**config.mk**
```make
export PLATFORM = sky130hd
export DESIGN_NAME = mil_1553_txd_flat
export DESIGN_NICKNAME = d
export VERILOG_FILES = /design/src/rtl/mil_1553_txd_if.sv /design/src/rtl/mil_1553_txd.sv /design/src/flat_wrapper.sv
export SDC_FILE = /design/constraint.sdc
export NUM_CORES = 1
export LEC_CHECK = 0
export ABC_AREA = 0
export BUFFER_PORTS_ARGS = -buffer_cell sky130_fd_sc_hd__buf_2
export CAP_MARGIN = 10
export CELL_PAD_IN_SITES_DETAIL_PLACEMENT = 0
export CELL_PAD_IN_SITES_GLOBAL_PLACEMENT = 1
export CORE_MARGIN = 2
export CORE_UTILIZATION = 30
export DETAILED_ROUTE_END_ITERATION = 7
export PLACE_DENSITY = 0.65
export SYNTH_ARGS = -nofsm -noshare
export SYNTH_HDL_FRONTEND = slang
export SYNTH_SLANG_ARGS = --single-unit
```
**constraint.sdc**
```tcl
create_clock -name clk -period 5.35 [get_ports clk]
set_input_delay 1.07 -clock clk [delete_from_list [all_inputs] [get_ports clk]]
set_output_delay 1.07 -clock clk [all_outputs]
set_load 0.02 [all_outputs]
```
**src/rtl/mil_1553_txd_if.sv**
```systemverilog
// MIL-STD-1553 transmitter handshake and line bundle.
// Host side loads words; the transmitter drives the line pair.
interface mil_1553_txd_if;
    logic        tx_start;
    logic        tx_cw;
    logic [15:0] tx_data;
    logic        tx_ready;
    logic        tx_busy;
    logic        tx_done;
    logic        TXP;
    logic        TXN;

    modport master (
        output tx_start, tx_cw, tx_data,
        input  tx_ready, tx_busy, tx_done, TXP, TXN
    );

    modport slave (
        input  tx_start, tx_cw, tx_data,
        output tx_ready, tx_busy, tx_done, TXP, TXN
    );
endinterface

```
**src/rtl/mil_1553_txd.sv**
```systemverilog
// MIL-STD-1553 Manchester-II word transmitter with a one-word holding buffer.
// Line outputs are registered one clk behind the shifter state.
module mil_1553_txd #(
    parameter int HALF_BIT = 25,
    parameter int GAP_CLK  = 200
) (
    input logic           clk,
    input logic           rst,
    mil_1553_txd_if.slave bus
);
    localparam int HW = $clog2(3 * HALF_BIT);
    localparam int GW = $clog2(GAP_CLK + 1);

    typedef enum logic [2:0] {
        IDLE, SYNC, DATA, PAR, GAP
    } state_t;

    state_t          state_q;
    logic [HW-1:0]   hcnt_q;
    logic            half_q;
    logic [4:0]      bit_q;
    logic [GW-1:0]   gcnt_q;
    logic [15:0]     sh_q;
    logic            cw_q;
    logic            par_q;
    logic            full_q;
    logic [15:0]     buf_q;
    logic            bcw_q;
    logic            txp_q;
    logic            txn_q;
    logic            busy_q;
    logic            done_q;

    logic half_last;
    logic bit_end;
    logic par_end;
    logic launch;
    logic lvl;
    logic active;
    logic txp_d;
    logic txn_d;
    logic done_d;

    always_comb begin
        half_last = 1'b0;
        lvl       = 1'b0;
        unique case (state_q)
            SYNC: begin
                half_last = hcnt_q == HW'(3 * HALF_BIT - 1);
                lvl       = cw_q ^ half_q;
            end
            DATA: begin
                half_last = hcnt_q == HW'(HALF_BIT - 1);
                lvl       = sh_q[15] ^ half_q;
            end
            PAR: begin
                half_last = hcnt_q == HW'(HALF_BIT - 1);
                lvl       = par_q ^ half_q;
            end
            default: begin
                half_last = 1'b0;
                lvl       = 1'b0;
            end
        endcase
        bit_end = half_last && half_q;
        par_end = (state_q == PAR) && bit_end;
        launch  = full_q && ((state_q == IDLE) || par_end);
        active  = state_q inside {SYNC, DATA, PAR};
        txp_d   = active && lvl;
        txn_d   = active && !lvl;
        done_d  = par_end;
    end

    always_ff @(posedge clk or posedge rst) begin
        if (rst) begin
            state_q <= IDLE;
            hcnt_q  <= '0;
            half_q  <= 1'b0;
            bit_q   <= '0;
            gcnt_q  <= '0;
            sh_q    <= '0;
            cw_q    <= 1'b0;
            par_q   <= 1'b0;
            full_q  <= 1'b0;
            buf_q   <= '0;
            bcw_q   <= 1'b0;
            txp_q   <= 1'b0;
            txn_q   <= 1'b0;
            busy_q  <= 1'b0;
            done_q  <= 1'b0;
        end else begin
            txp_q  <= txp_d;
            txn_q  <= txn_d;
            done_q <= done_d;
            busy_q <= state_q != IDLE;

            if (bus.tx_start && !full_q) begin
                full_q <= 1'b1;
                buf_q  <= bus.tx_data;
                bcw_q  <= bus.tx_cw;
            end

            if (launch) begin
                // Buffer moves into the shifter; next sync starts at once
                state_q <= SYNC;
                sh_q    <= buf_q;
                cw_q    <= bcw_q;
                par_q   <= ~^buf_q;
                full_q  <= 1'b0;
                hcnt_q  <= '0;
                half_q  <= 1'b0;
                bit_q   <= '0;
            end else begin
                unique case (state_q)
                    IDLE: begin
                        hcnt_q <= '0;
                    end
                    SYNC: begin
                        if (half_last) begin
                            hcnt_q <= '0;
                            half_q <= ~half_q;
                            if (half_q) begin
                                state_q <= DATA;
                                bit_q   <= '0;
                            end
                        end else begin
                            hcnt_q <= hcnt_q + HW'(1);
                        end
                    end
                    DATA: begin
                        if (half_last) begin
                            hcnt_q <= '0;
                            half_q <= ~half_q;
                            if (half_q) begin
                                sh_q <= {sh_q[14:0], 1'b0};
                                if (bit_q == 5'd15) begin
                                    state_q <= PAR;
                                    bit_q   <= 5'd16;
                                end else begin
                                    bit_q <= bit_q + 5'd1;
                                end
                            end
                        end else begin
                            hcnt_q <= hcnt_q + HW'(1);
                        end
                    end
                    PAR: begin
                        if (half_last) begin
                            hcnt_q <= '0;
                            half_q <= ~half_q;
                            if (half_q) begin
                                state_q <= GAP;
                                gcnt_q  <= '0;
                            end
                        end else begin
                            hcnt_q <= hcnt_q + HW'(1);
                        end
                    end
                    GAP: begin
                        if (gcnt_q == GW'(GAP_CLK - 1)) begin
                            state_q <= IDLE;
                            gcnt_q  <= '0;
                        end else begin
                            gcnt_q <= gcnt_q + GW'(1);
                        end
                    end
                    default: begin
                        state_q <= IDLE;
                    end
                endcase
            end
        end
    end

    assign bus.tx_ready = ~full_q;
    assign bus.tx_busy  = busy_q;
    assign bus.tx_done  = done_q;
    assign bus.TXP      = txp_q;
    assign bus.TXN      = txn_q;
endmodule
```
**src/flat_wrapper.sv**
```systemverilog
// flat-port wrapper written by rule: the top's interface ports become plain ports
module mil_1553_txd_flat 
#(
    parameter int HALF_BIT = 25,
    parameter int GAP_CLK  = 200
)
  (clk, rst, bus_tx_start, bus_tx_cw, bus_tx_data, bus_tx_ready, bus_tx_busy, bus_tx_done, bus_TXP, bus_TXN);
  mil_1553_txd_if bus_i ();
  input logic clk;
  input logic rst;
  input wire logic [$bits(bus_i.tx_start)-1:0] bus_tx_start;
  input wire logic [$bits(bus_i.tx_cw)-1:0] bus_tx_cw;
  input wire logic [$bits(bus_i.tx_data)-1:0] bus_tx_data;
  output wire logic [$bits(bus_i.tx_ready)-1:0] bus_tx_ready;
  output wire logic [$bits(bus_i.tx_busy)-1:0] bus_tx_busy;
  output wire logic [$bits(bus_i.tx_done)-1:0] bus_tx_done;
  output wire logic [$bits(bus_i.TXP)-1:0] bus_TXP;
  output wire logic [$bits(bus_i.TXN)-1:0] bus_TXN;
  assign bus_i.tx_start = bus_tx_start;
  assign bus_i.tx_cw = bus_tx_cw;
  assign bus_i.tx_data = bus_tx_data;
  assign bus_tx_ready = bus_i.tx_ready;
  assign bus_tx_busy = bus_i.tx_busy;
  assign bus_tx_done = bus_i.tx_done;
  assign bus_TXP = bus_i.TXP;
  assign bus_TXN = bus_i.TXN;
  mil_1553_txd #(.HALF_BIT(HALF_BIT), .GAP_CLK(GAP_CLK)) u_core (.clk(clk), .rst(rst), .bus(bus_i));
endmodule
```
=== Word-level counts from Yosys, hierarchy flattened ===
Cells that the tools add are included.

* Word-level logic and storage cells: 106
* Output and inout bits: 5
* Flip-flop bits (word level): 64

* Equality and inequality tests: 19
* Bitwise logic cells: 6
* Multiplexer cells: 35
* $add $sub $neg: 3
* Reductions and logical operators: 28

{| class="wikitable"
|+ Operators with widths
! operator !! number
|-
| $mux 16 || 4
|-
| $mux 5 || 6
|-
| $mux 3 || 9
|-
| $mux 8 || 3
|-
| $ne 3x1->1 const B || 7
|-
| $pmux 8 s2 || 1
|-
| $reduce_xnor 16->1 || 1
|-
| $pmux 3 s5 || 1
|-
| $mux 7 || 2
|-
| $pmux 7 s2 || 1
|-
| $reduce_bool 2->1 || 6
|-
| $reduce_bool 3->1 || 4
|-
| $pmux 5 s2 || 1
|-
| $reduce_and 9->1 || 1
|-
| $add 8x1->8 const B || 1
|-
| $eq 8x8->1 const B || 1
|-
| $add 7x1->7 const B || 1
|-
| $eq 7x5->1 const B || 1
|-
| $eq 7x7->1 const B || 1
|-
| $eq 3x2->1 const B || 2
|-
| $logic_and 1x1->1 || 6
|-
| $ne 2x1->1 const B || 3
|-
| $add 5x1->5 const B || 1
|-
| $eq 5x4->1 const B || 1
|-
| 17 further kinds || 26
|}

=== Logic depth before layout (Yosys ltp) ===
* Depth in word-level cells: 9
* Mapped depth: 8

=== Worst setup path before layout ===
OpenSTA, ideal clock, no wires.

* Path type: input to register
* Start: input bus_tx_start
* End: register u_core.buf_q[0]
* Path buffers: 2
* Data arrival time: 2.180 ns
* Required time: 5.225 ns
* Stages: 4
* Path slack: 3.046 ns
* Cells stage by stage: nor2b_1 -> clkbuf_1 -> clkbuf_1 -> mux2_2

* Cells in the longest elaborated chain, start to end: 1

{| class="wikitable"
|+ RTL lines
! item !! RTL line !! text
|-
| start, declared || flat_wrapper.sv:11 || <nowiki>input wire logic [$bits(bus_i.tx_start)-1:0] bus_tx_start;</nowiki>
|-
| $logic_and 1x1->1 || mil_1553_txd.sv:97 || <nowiki>if (bus.tx_start && !full_q) begin</nowiki>
|-
| end signal, assigned || mil_1553_txd.sv:99 || <nowiki>buf_q <= bus.tx_data;</nowiki>
|-
| end, declared || mil_1553_txd.sv:27 || <nowiki>logic [15:0] buf_q;</nowiki>
|}

Every way passes these cells.
A chain may end at the register's enable or synchronous reset.

=== Worst setup path after layout ===
* Start: register u_core.state_q[1]
* End: register u_core.cw_q

* Cells in the longest elaborated chain, start to end: 7
* Elaborated cells on any way between the ends: 10
* Classes of those cells: eq/ne (3); mux (1); reduce/logical (6)

{| class="wikitable"
|+ RTL lines
! item !! RTL line !! text
|-
| start, declared || mil_1553_txd.sv:18 || <nowiki>state_t state_q;</nowiki>
|-
| start signal, assigned || mil_1553_txd.sv:76 || <nowiki>state_q <= IDLE;</nowiki>
|-
| start signal, assigned || mil_1553_txd.sv:105 || <nowiki>state_q <= SYNC;</nowiki>
|-
| start signal, assigned || mil_1553_txd.sv:123 || <nowiki>state_q <= DATA;</nowiki>
|-
| $eq 3x2->1 (on tied branches) || mil_1553_txd.sv:47, mil_1553_txd.sv:66 ||
|-
| $reduce_or 2->1 (no line) || n/a ||
|-
| $pmux 1 s2 || mil_1553_txd.sv:47 || <nowiki>unique case (state_q)</nowiki>
|-
| $logic_and 1x1->1 || mil_1553_txd.sv:65 || <nowiki>bit_end = half_last && half_q;</nowiki>
|-
| $logic_and 1x1->1 || mil_1553_txd.sv:66 || <nowiki>par_end = (state_q == PAR) && bit_end;</nowiki>
|-
| $logic_or 1x1->1 (*) || mil_1553_txd.sv:67 || <nowiki>launch = full_q && ((state_q == IDLE) || par_end);</nowiki>
|-
| $logic_and 1x1->1 (*) || mil_1553_txd.sv:67 ||
|-
| end signal, assigned || mil_1553_txd.sv:107 || <nowiki>cw_q <= bcw_q;</nowiki>
|-
| end, declared || mil_1553_txd.sv:24 || <nowiki>logic cw_q;</nowiki>
|}

Every way passes the cells marked *; elsewhere a longest branch is shown, timed or not.

==> report_table.html <==
<table>
<tr><th>Metric</th><th>Value</th></tr>
<tr><th colspan="2">Synthesis</th></tr>
<tr><td>Number of register bits inferred by synthesis</td><td>64</td></tr>
<tr><td>Post-synth EDFFs</td><td>0</td></tr>
<tr><td>Yosys warning count</td><td>0</td></tr>
<tr><td>Netlist area before placement</td><td>3150 um2</td></tr>
<tr><td>Avg Synthesized Cell Area</td><td>~11 um2</td></tr>
<tr><td>Top FF cell, synth</td><td>dfrtp_1</td></tr>
<tr><td>Register area share after synthesis</td><td>between 50% and 60%</td></tr>
<tr><td>Proportion of synthesized flip-flops having asynchronous set or reset</td><td>between 90% and 100%</td></tr>
<tr><td>Cells after synthesis</td><td>286</td></tr>
<tr><td>Count of unique library cells instantiated by Yosys</td><td>44</td></tr>
<tr><td>Synthesized netlist net count</td><td>310</td></tr>
<tr><th colspan="2">Pwr</th></tr>
<tr><td>Maximum resistive drop on vdd</td><td>~240 uV</td></tr>
<tr><td>Power density cells</td><td>between 500 and 600 nW/um2</td></tr>
<tr><td>Pleak</td><td>~1.6 nW</td></tr>
<tr><th colspan="2">Final layout</th></tr>
<tr><td>Sequential cell area</td><td>about 1600 um2</td></tr>
<tr><td>Combined area of the multi-input logic cells</td><td>roughly 1500 um2</td></tr>
<tr><td>Area Growth Syn to Fin</td><td>16.0%</td></tr>
<tr><td>Commonest non-fill, non-tap cell in the layout</td><td>dfrtp_1</td></tr>
<tr><td>Share of layout cells above drive strength 1</td><td>about 23%</td></tr>
<tr><td>Final instance area</td><td>roughly 3600 um2</td></tr>
<tr><td># diodes</td><td>0</td></tr>
<tr><td># nets final</td><td>roughly 340</td></tr>
<tr><td>Highest-count cells in the layout ignoring fill and taps</td><td>dfrtp_1 (64), nor2_1 (28), buf_2 (24), mux2_2 (21), a21oi_1 (19)</td></tr>
<tr><td>Final-layout fill cell count</td><td>around 1,000</td></tr>
<tr><td>Final non-filler cell total</td><td>~460</td></tr>
<tr><th colspan="2">GRT</th></tr>
<tr><td>Layer with the highest usage</td><td>met2</td></tr>
<tr><td>Global routing usage on met2</td><td>~17%</td></tr>
<tr><td>GRT Resource Usage Total</td><td>around an eighth</td></tr>
<tr><td>Met3 track demand over resource</td><td>4.29%</td></tr>
<tr><td>Pin count of the biggest net entering global routing</td><td>between 40 and 50</td></tr>
<tr><td>Wire length of the first global-routing pass</td><td>10,500 um</td></tr>
<tr><td>Grt total ovfl</td><td>0</td></tr>
<tr><td>Met1 track demand over resource</td><td>between 10% and 20%</td></tr>
<tr><td>Via count of the first global-routing pass</td><td>between 2,000 and 2,500</td></tr>
<tr><td>Initial antenna violation count</td><td>0</td></tr>
<tr><th colspan="2">STA</th></tr>
<tr><td>Count of endpoints failing setup in the final report</td><td>0</td></tr>
<tr><td>Setup total negative slack</td><td>0 ns</td></tr>
<tr><td>Fin. max-slew vios</td><td>0</td></tr>
<tr><td>Post-route fraction of the period consumed by the critical path</td><td>between 40% and 50%</td></tr>
<tr><td>Setup repair after global routing missed its margin</td><td>false</td></tr>
<tr><td>Worst-margin pin slew</td><td>approximately 1.1 ns</td></tr>
<tr><td>Hold violation total from the final report</td><td>0</td></tr>
<tr><td>Time the final worst path needs with I/O delays and setup</td><td>2.61 ns</td></tr>
<tr><td>Max Clock Freq</td><td>around 380 MHz</td></tr>
<tr><td>Slew headroom</td><td>approximately 25%</td></tr>
<tr><td>Worst Clk Skew</td><td>0.00710 ns</td></tr>
<tr><th colspan="2">Critical path</th></tr>
<tr><td>Critical path fanouts, max</td><td>22</td></tr>
<tr><td>Arrival time at the worst endpoint</td><td>between 2 and 3 ns</td></tr>
<tr><td>Cell with the largest stage delay on the worst path</td><td>nor3_4</td></tr>
<tr><td>Critical Path Source Type</td><td>register</td></tr>
<tr><td>List of cells traversed by the critical path</td><td>nor4bb_1 &gt; a41oi_1 &gt; nor3_4 &gt; mux2_2</td></tr>
<tr><td>WP data required</td><td>between 5 and 6 ns</td></tr>
<tr><td>Class of the most critical setup path</td><td>register to register</td></tr>
<tr><td>Worst Setup End Kind</td><td>register</td></tr>
<tr><td>Stage delay of the slowest cell on the critical path</td><td>~0.90 ns</td></tr>
<tr><th colspan="2">Place</th></tr>
<tr><td>IO Port Bufs</td><td>24</td></tr>
<tr><td>Routability congestion estimate from global placement</td><td>between 0.8 and 0.9</td></tr>
<tr><td>Cell Count Post-Placement</td><td>~440</td></tr>
<tr><td>Final HPWL DP</td><td>approximately 4100 um</td></tr>
<tr><td>Placed standard-cell area</td><td>3430 um2</td></tr>
<tr><th colspan="2">Detailed routing</th></tr>
<tr><td>Drt total wl</td><td>between 5000 and 6000 um</td></tr>
<tr><td>Wire length per cell</td><td>between 10 and 15 um</td></tr>
<tr><td>Length of the first detailed-routing pass in iterations</td><td>4</td></tr>
<tr><td>Routed via count divided by cell count</td><td>4.77</td></tr>
<tr><td>1st-iter DRT viols</td><td>112</td></tr>
<tr><td>DRC violation count after routing</td><td>0</td></tr>
<tr><td>Via count</td><td>between 2,000 and 2,500</td></tr>
<tr><td>Remaining antenna violation count after routing</td><td>0</td></tr>
<tr><th colspan="2">Clock tree</th></tr>
<tr><td>CTS sink count</td><td>64</td></tr>
<tr><td>Number of buffers added to fix hold violations after cts</td><td>0</td></tr>
<tr><td>Maximum count of clock buffers along a single path</td><td>2</td></tr>
<tr><td>Clock root buffer master</td><td>clkbuf_8</td></tr>
<tr><td>Clock-pin slew on the worst setup and hold paths</td><td>0.07 ns</td></tr>
<tr><td>CTS H-Tree Depth</td><td>3</td></tr>
<tr><td>Worst-Skew Late Latency</td><td>approximately 0.34 ns</td></tr>
<tr><td>Number of gates given a new drive strength after cts</td><td>0</td></tr>
<tr><td>TritonCTS clock tree</td><td>done</td></tr>
<tr><td>Setup Buffers After CTS</td><td>0</td></tr>
<tr><td>CTS Buf Count</td><td>9</td></tr>
<tr><th colspan="2">Outcome</th></tr>
<tr><td>Run status</td><td>finished clean</td></tr>
<tr><th colspan="2">Floorplan</th></tr>
<tr><td>Count of standard-cell rows</td><td>37</td></tr>
<tr><td>CORE AREA</td><td>around 10,000 um2</td></tr>
<tr><td>Die X-Extent</td><td>approximately 110 um</td></tr>
<tr><td>Io pins</td><td>25</td></tr>
<tr><td>Effective utilization at floorplan</td><td>30.7%</td></tr>
<tr><td>Die H</td><td>approximately 110 um</td></tr>
<tr><td>Die Outline Area</td><td>11,300 um2</td></tr>
<tr><th colspan="2">Min path</th></tr>
<tr><td>Class of the worst hold path</td><td>register to register</td></tr>
<tr><th colspan="2">Run</th></tr>
<tr><td>Reported max-cap violation count</td><td>0</td></tr>
</table>
final timing paths:
path	start	endpoint	slack (ns)	cells after the start
max	u_core.state_q[1]	u_core.cw_q	2.74	4
min	u_core.bit_q[3]	u_core.bit_q[3]	0.47	1
max reg2reg	u_core.state_q[1]	u_core.cw_q	2.74	4
min reg2reg	u_core.bit_q[3]	u_core.bit_q[3]	0.47	1
max in group asynchronous	rst	u_core.sh_q[4]	3.69	3
min in group asynchronous	rst	u_core.hcnt_q[3]	0.76	2
state kept, by name (all words and copies together), names as in the netlist:
name / count
u_core.buf_q: 16
u_core.sh_q: 16
u_core.gcnt_q: 8
u_core.hcnt_q: 7
u_core.bit_q: 5
u_core.state_q: 3
u_core.bcw_q: 1
u_core.bus.TXN: 1
u_core.bus.TXP: 1
u_core.bus.tx_busy: 1
u_core.bus.tx_done: 1
u_core.cw_q: 1
u_core.full_q: 1
u_core.half_q: 1
u_core.par_q: 1
per-stage QoR:
step                      worst slack (ns)  power, mW  util, %  hold WS [ns]
after floorplan                       2.68       1.29        -         0.437
after global placement                2.73       1.40     33.5         0.469
after detailed placement              2.73       1.42     33.5         0.461
after CTS                             2.72       1.89     35.7         0.475
after global routing                  2.51       2.00     35.7         0.505
final                                 2.74       1.85     35.7         0.475
critical path, delay by kind of cell (launching register included):
kind	cells	cell delay, ns
AOI/OAI and AO/OA	1	0.22
and+or+nand+nor	2	1.25
DFF	1	0.61
muxes	1	0.42
power by group:
part           internal (mW)  switching, mW
combinational          0.342          0.261
sequential             0.649          0.145
clock                  0.274          0.182
final cells by class:
class | count | share of cell area, %
Inverter | 9 | 0.926
Multi-Input combinational cell | 202 | 40.3
Clock buffer | 11 | 3.87
Tap cell | 136 | 4.66
Sequential cell | 64 | 43.9
Clock inverter | 5 | 2.19
Timing Repair Buffer | 28 | 4.11
cells in the mapped netlist (all sizes together), types with 8 or more instances:
library cell,n,share of area (%)
nor2,28,3.3
inv,9,1.1
a21oi,20,3.2
xnor2,15,4.2
dfrtp,64,51
clkbuf,8,0.95
nand2,10,1.2
a22o,8,2.2
mux2i,17,5.4
mux2,21,7.5
o21ai,15,2.4
logic make-up (layout without fill, tap and decap cells):
group,count (synthesis),after routing,synth area share (%)
compound gates,59,59,12.2
xor+xnor,22,22,6.13
fa+ha+maj,4,4,1.59
buf+inv,20,53,2.59
flops,64,64,50.9
mux,38,38,12.9
simple gates,79,79,13.7
layer usage:
metal / up-vias / wire, um
met4: 0 / 64
met5: - / 0
met1: 1046 / 2960
met3: 4 / 243
li1: 1082 / -
met2: 38 / 2640
Power figures use the tool's default switching activity.
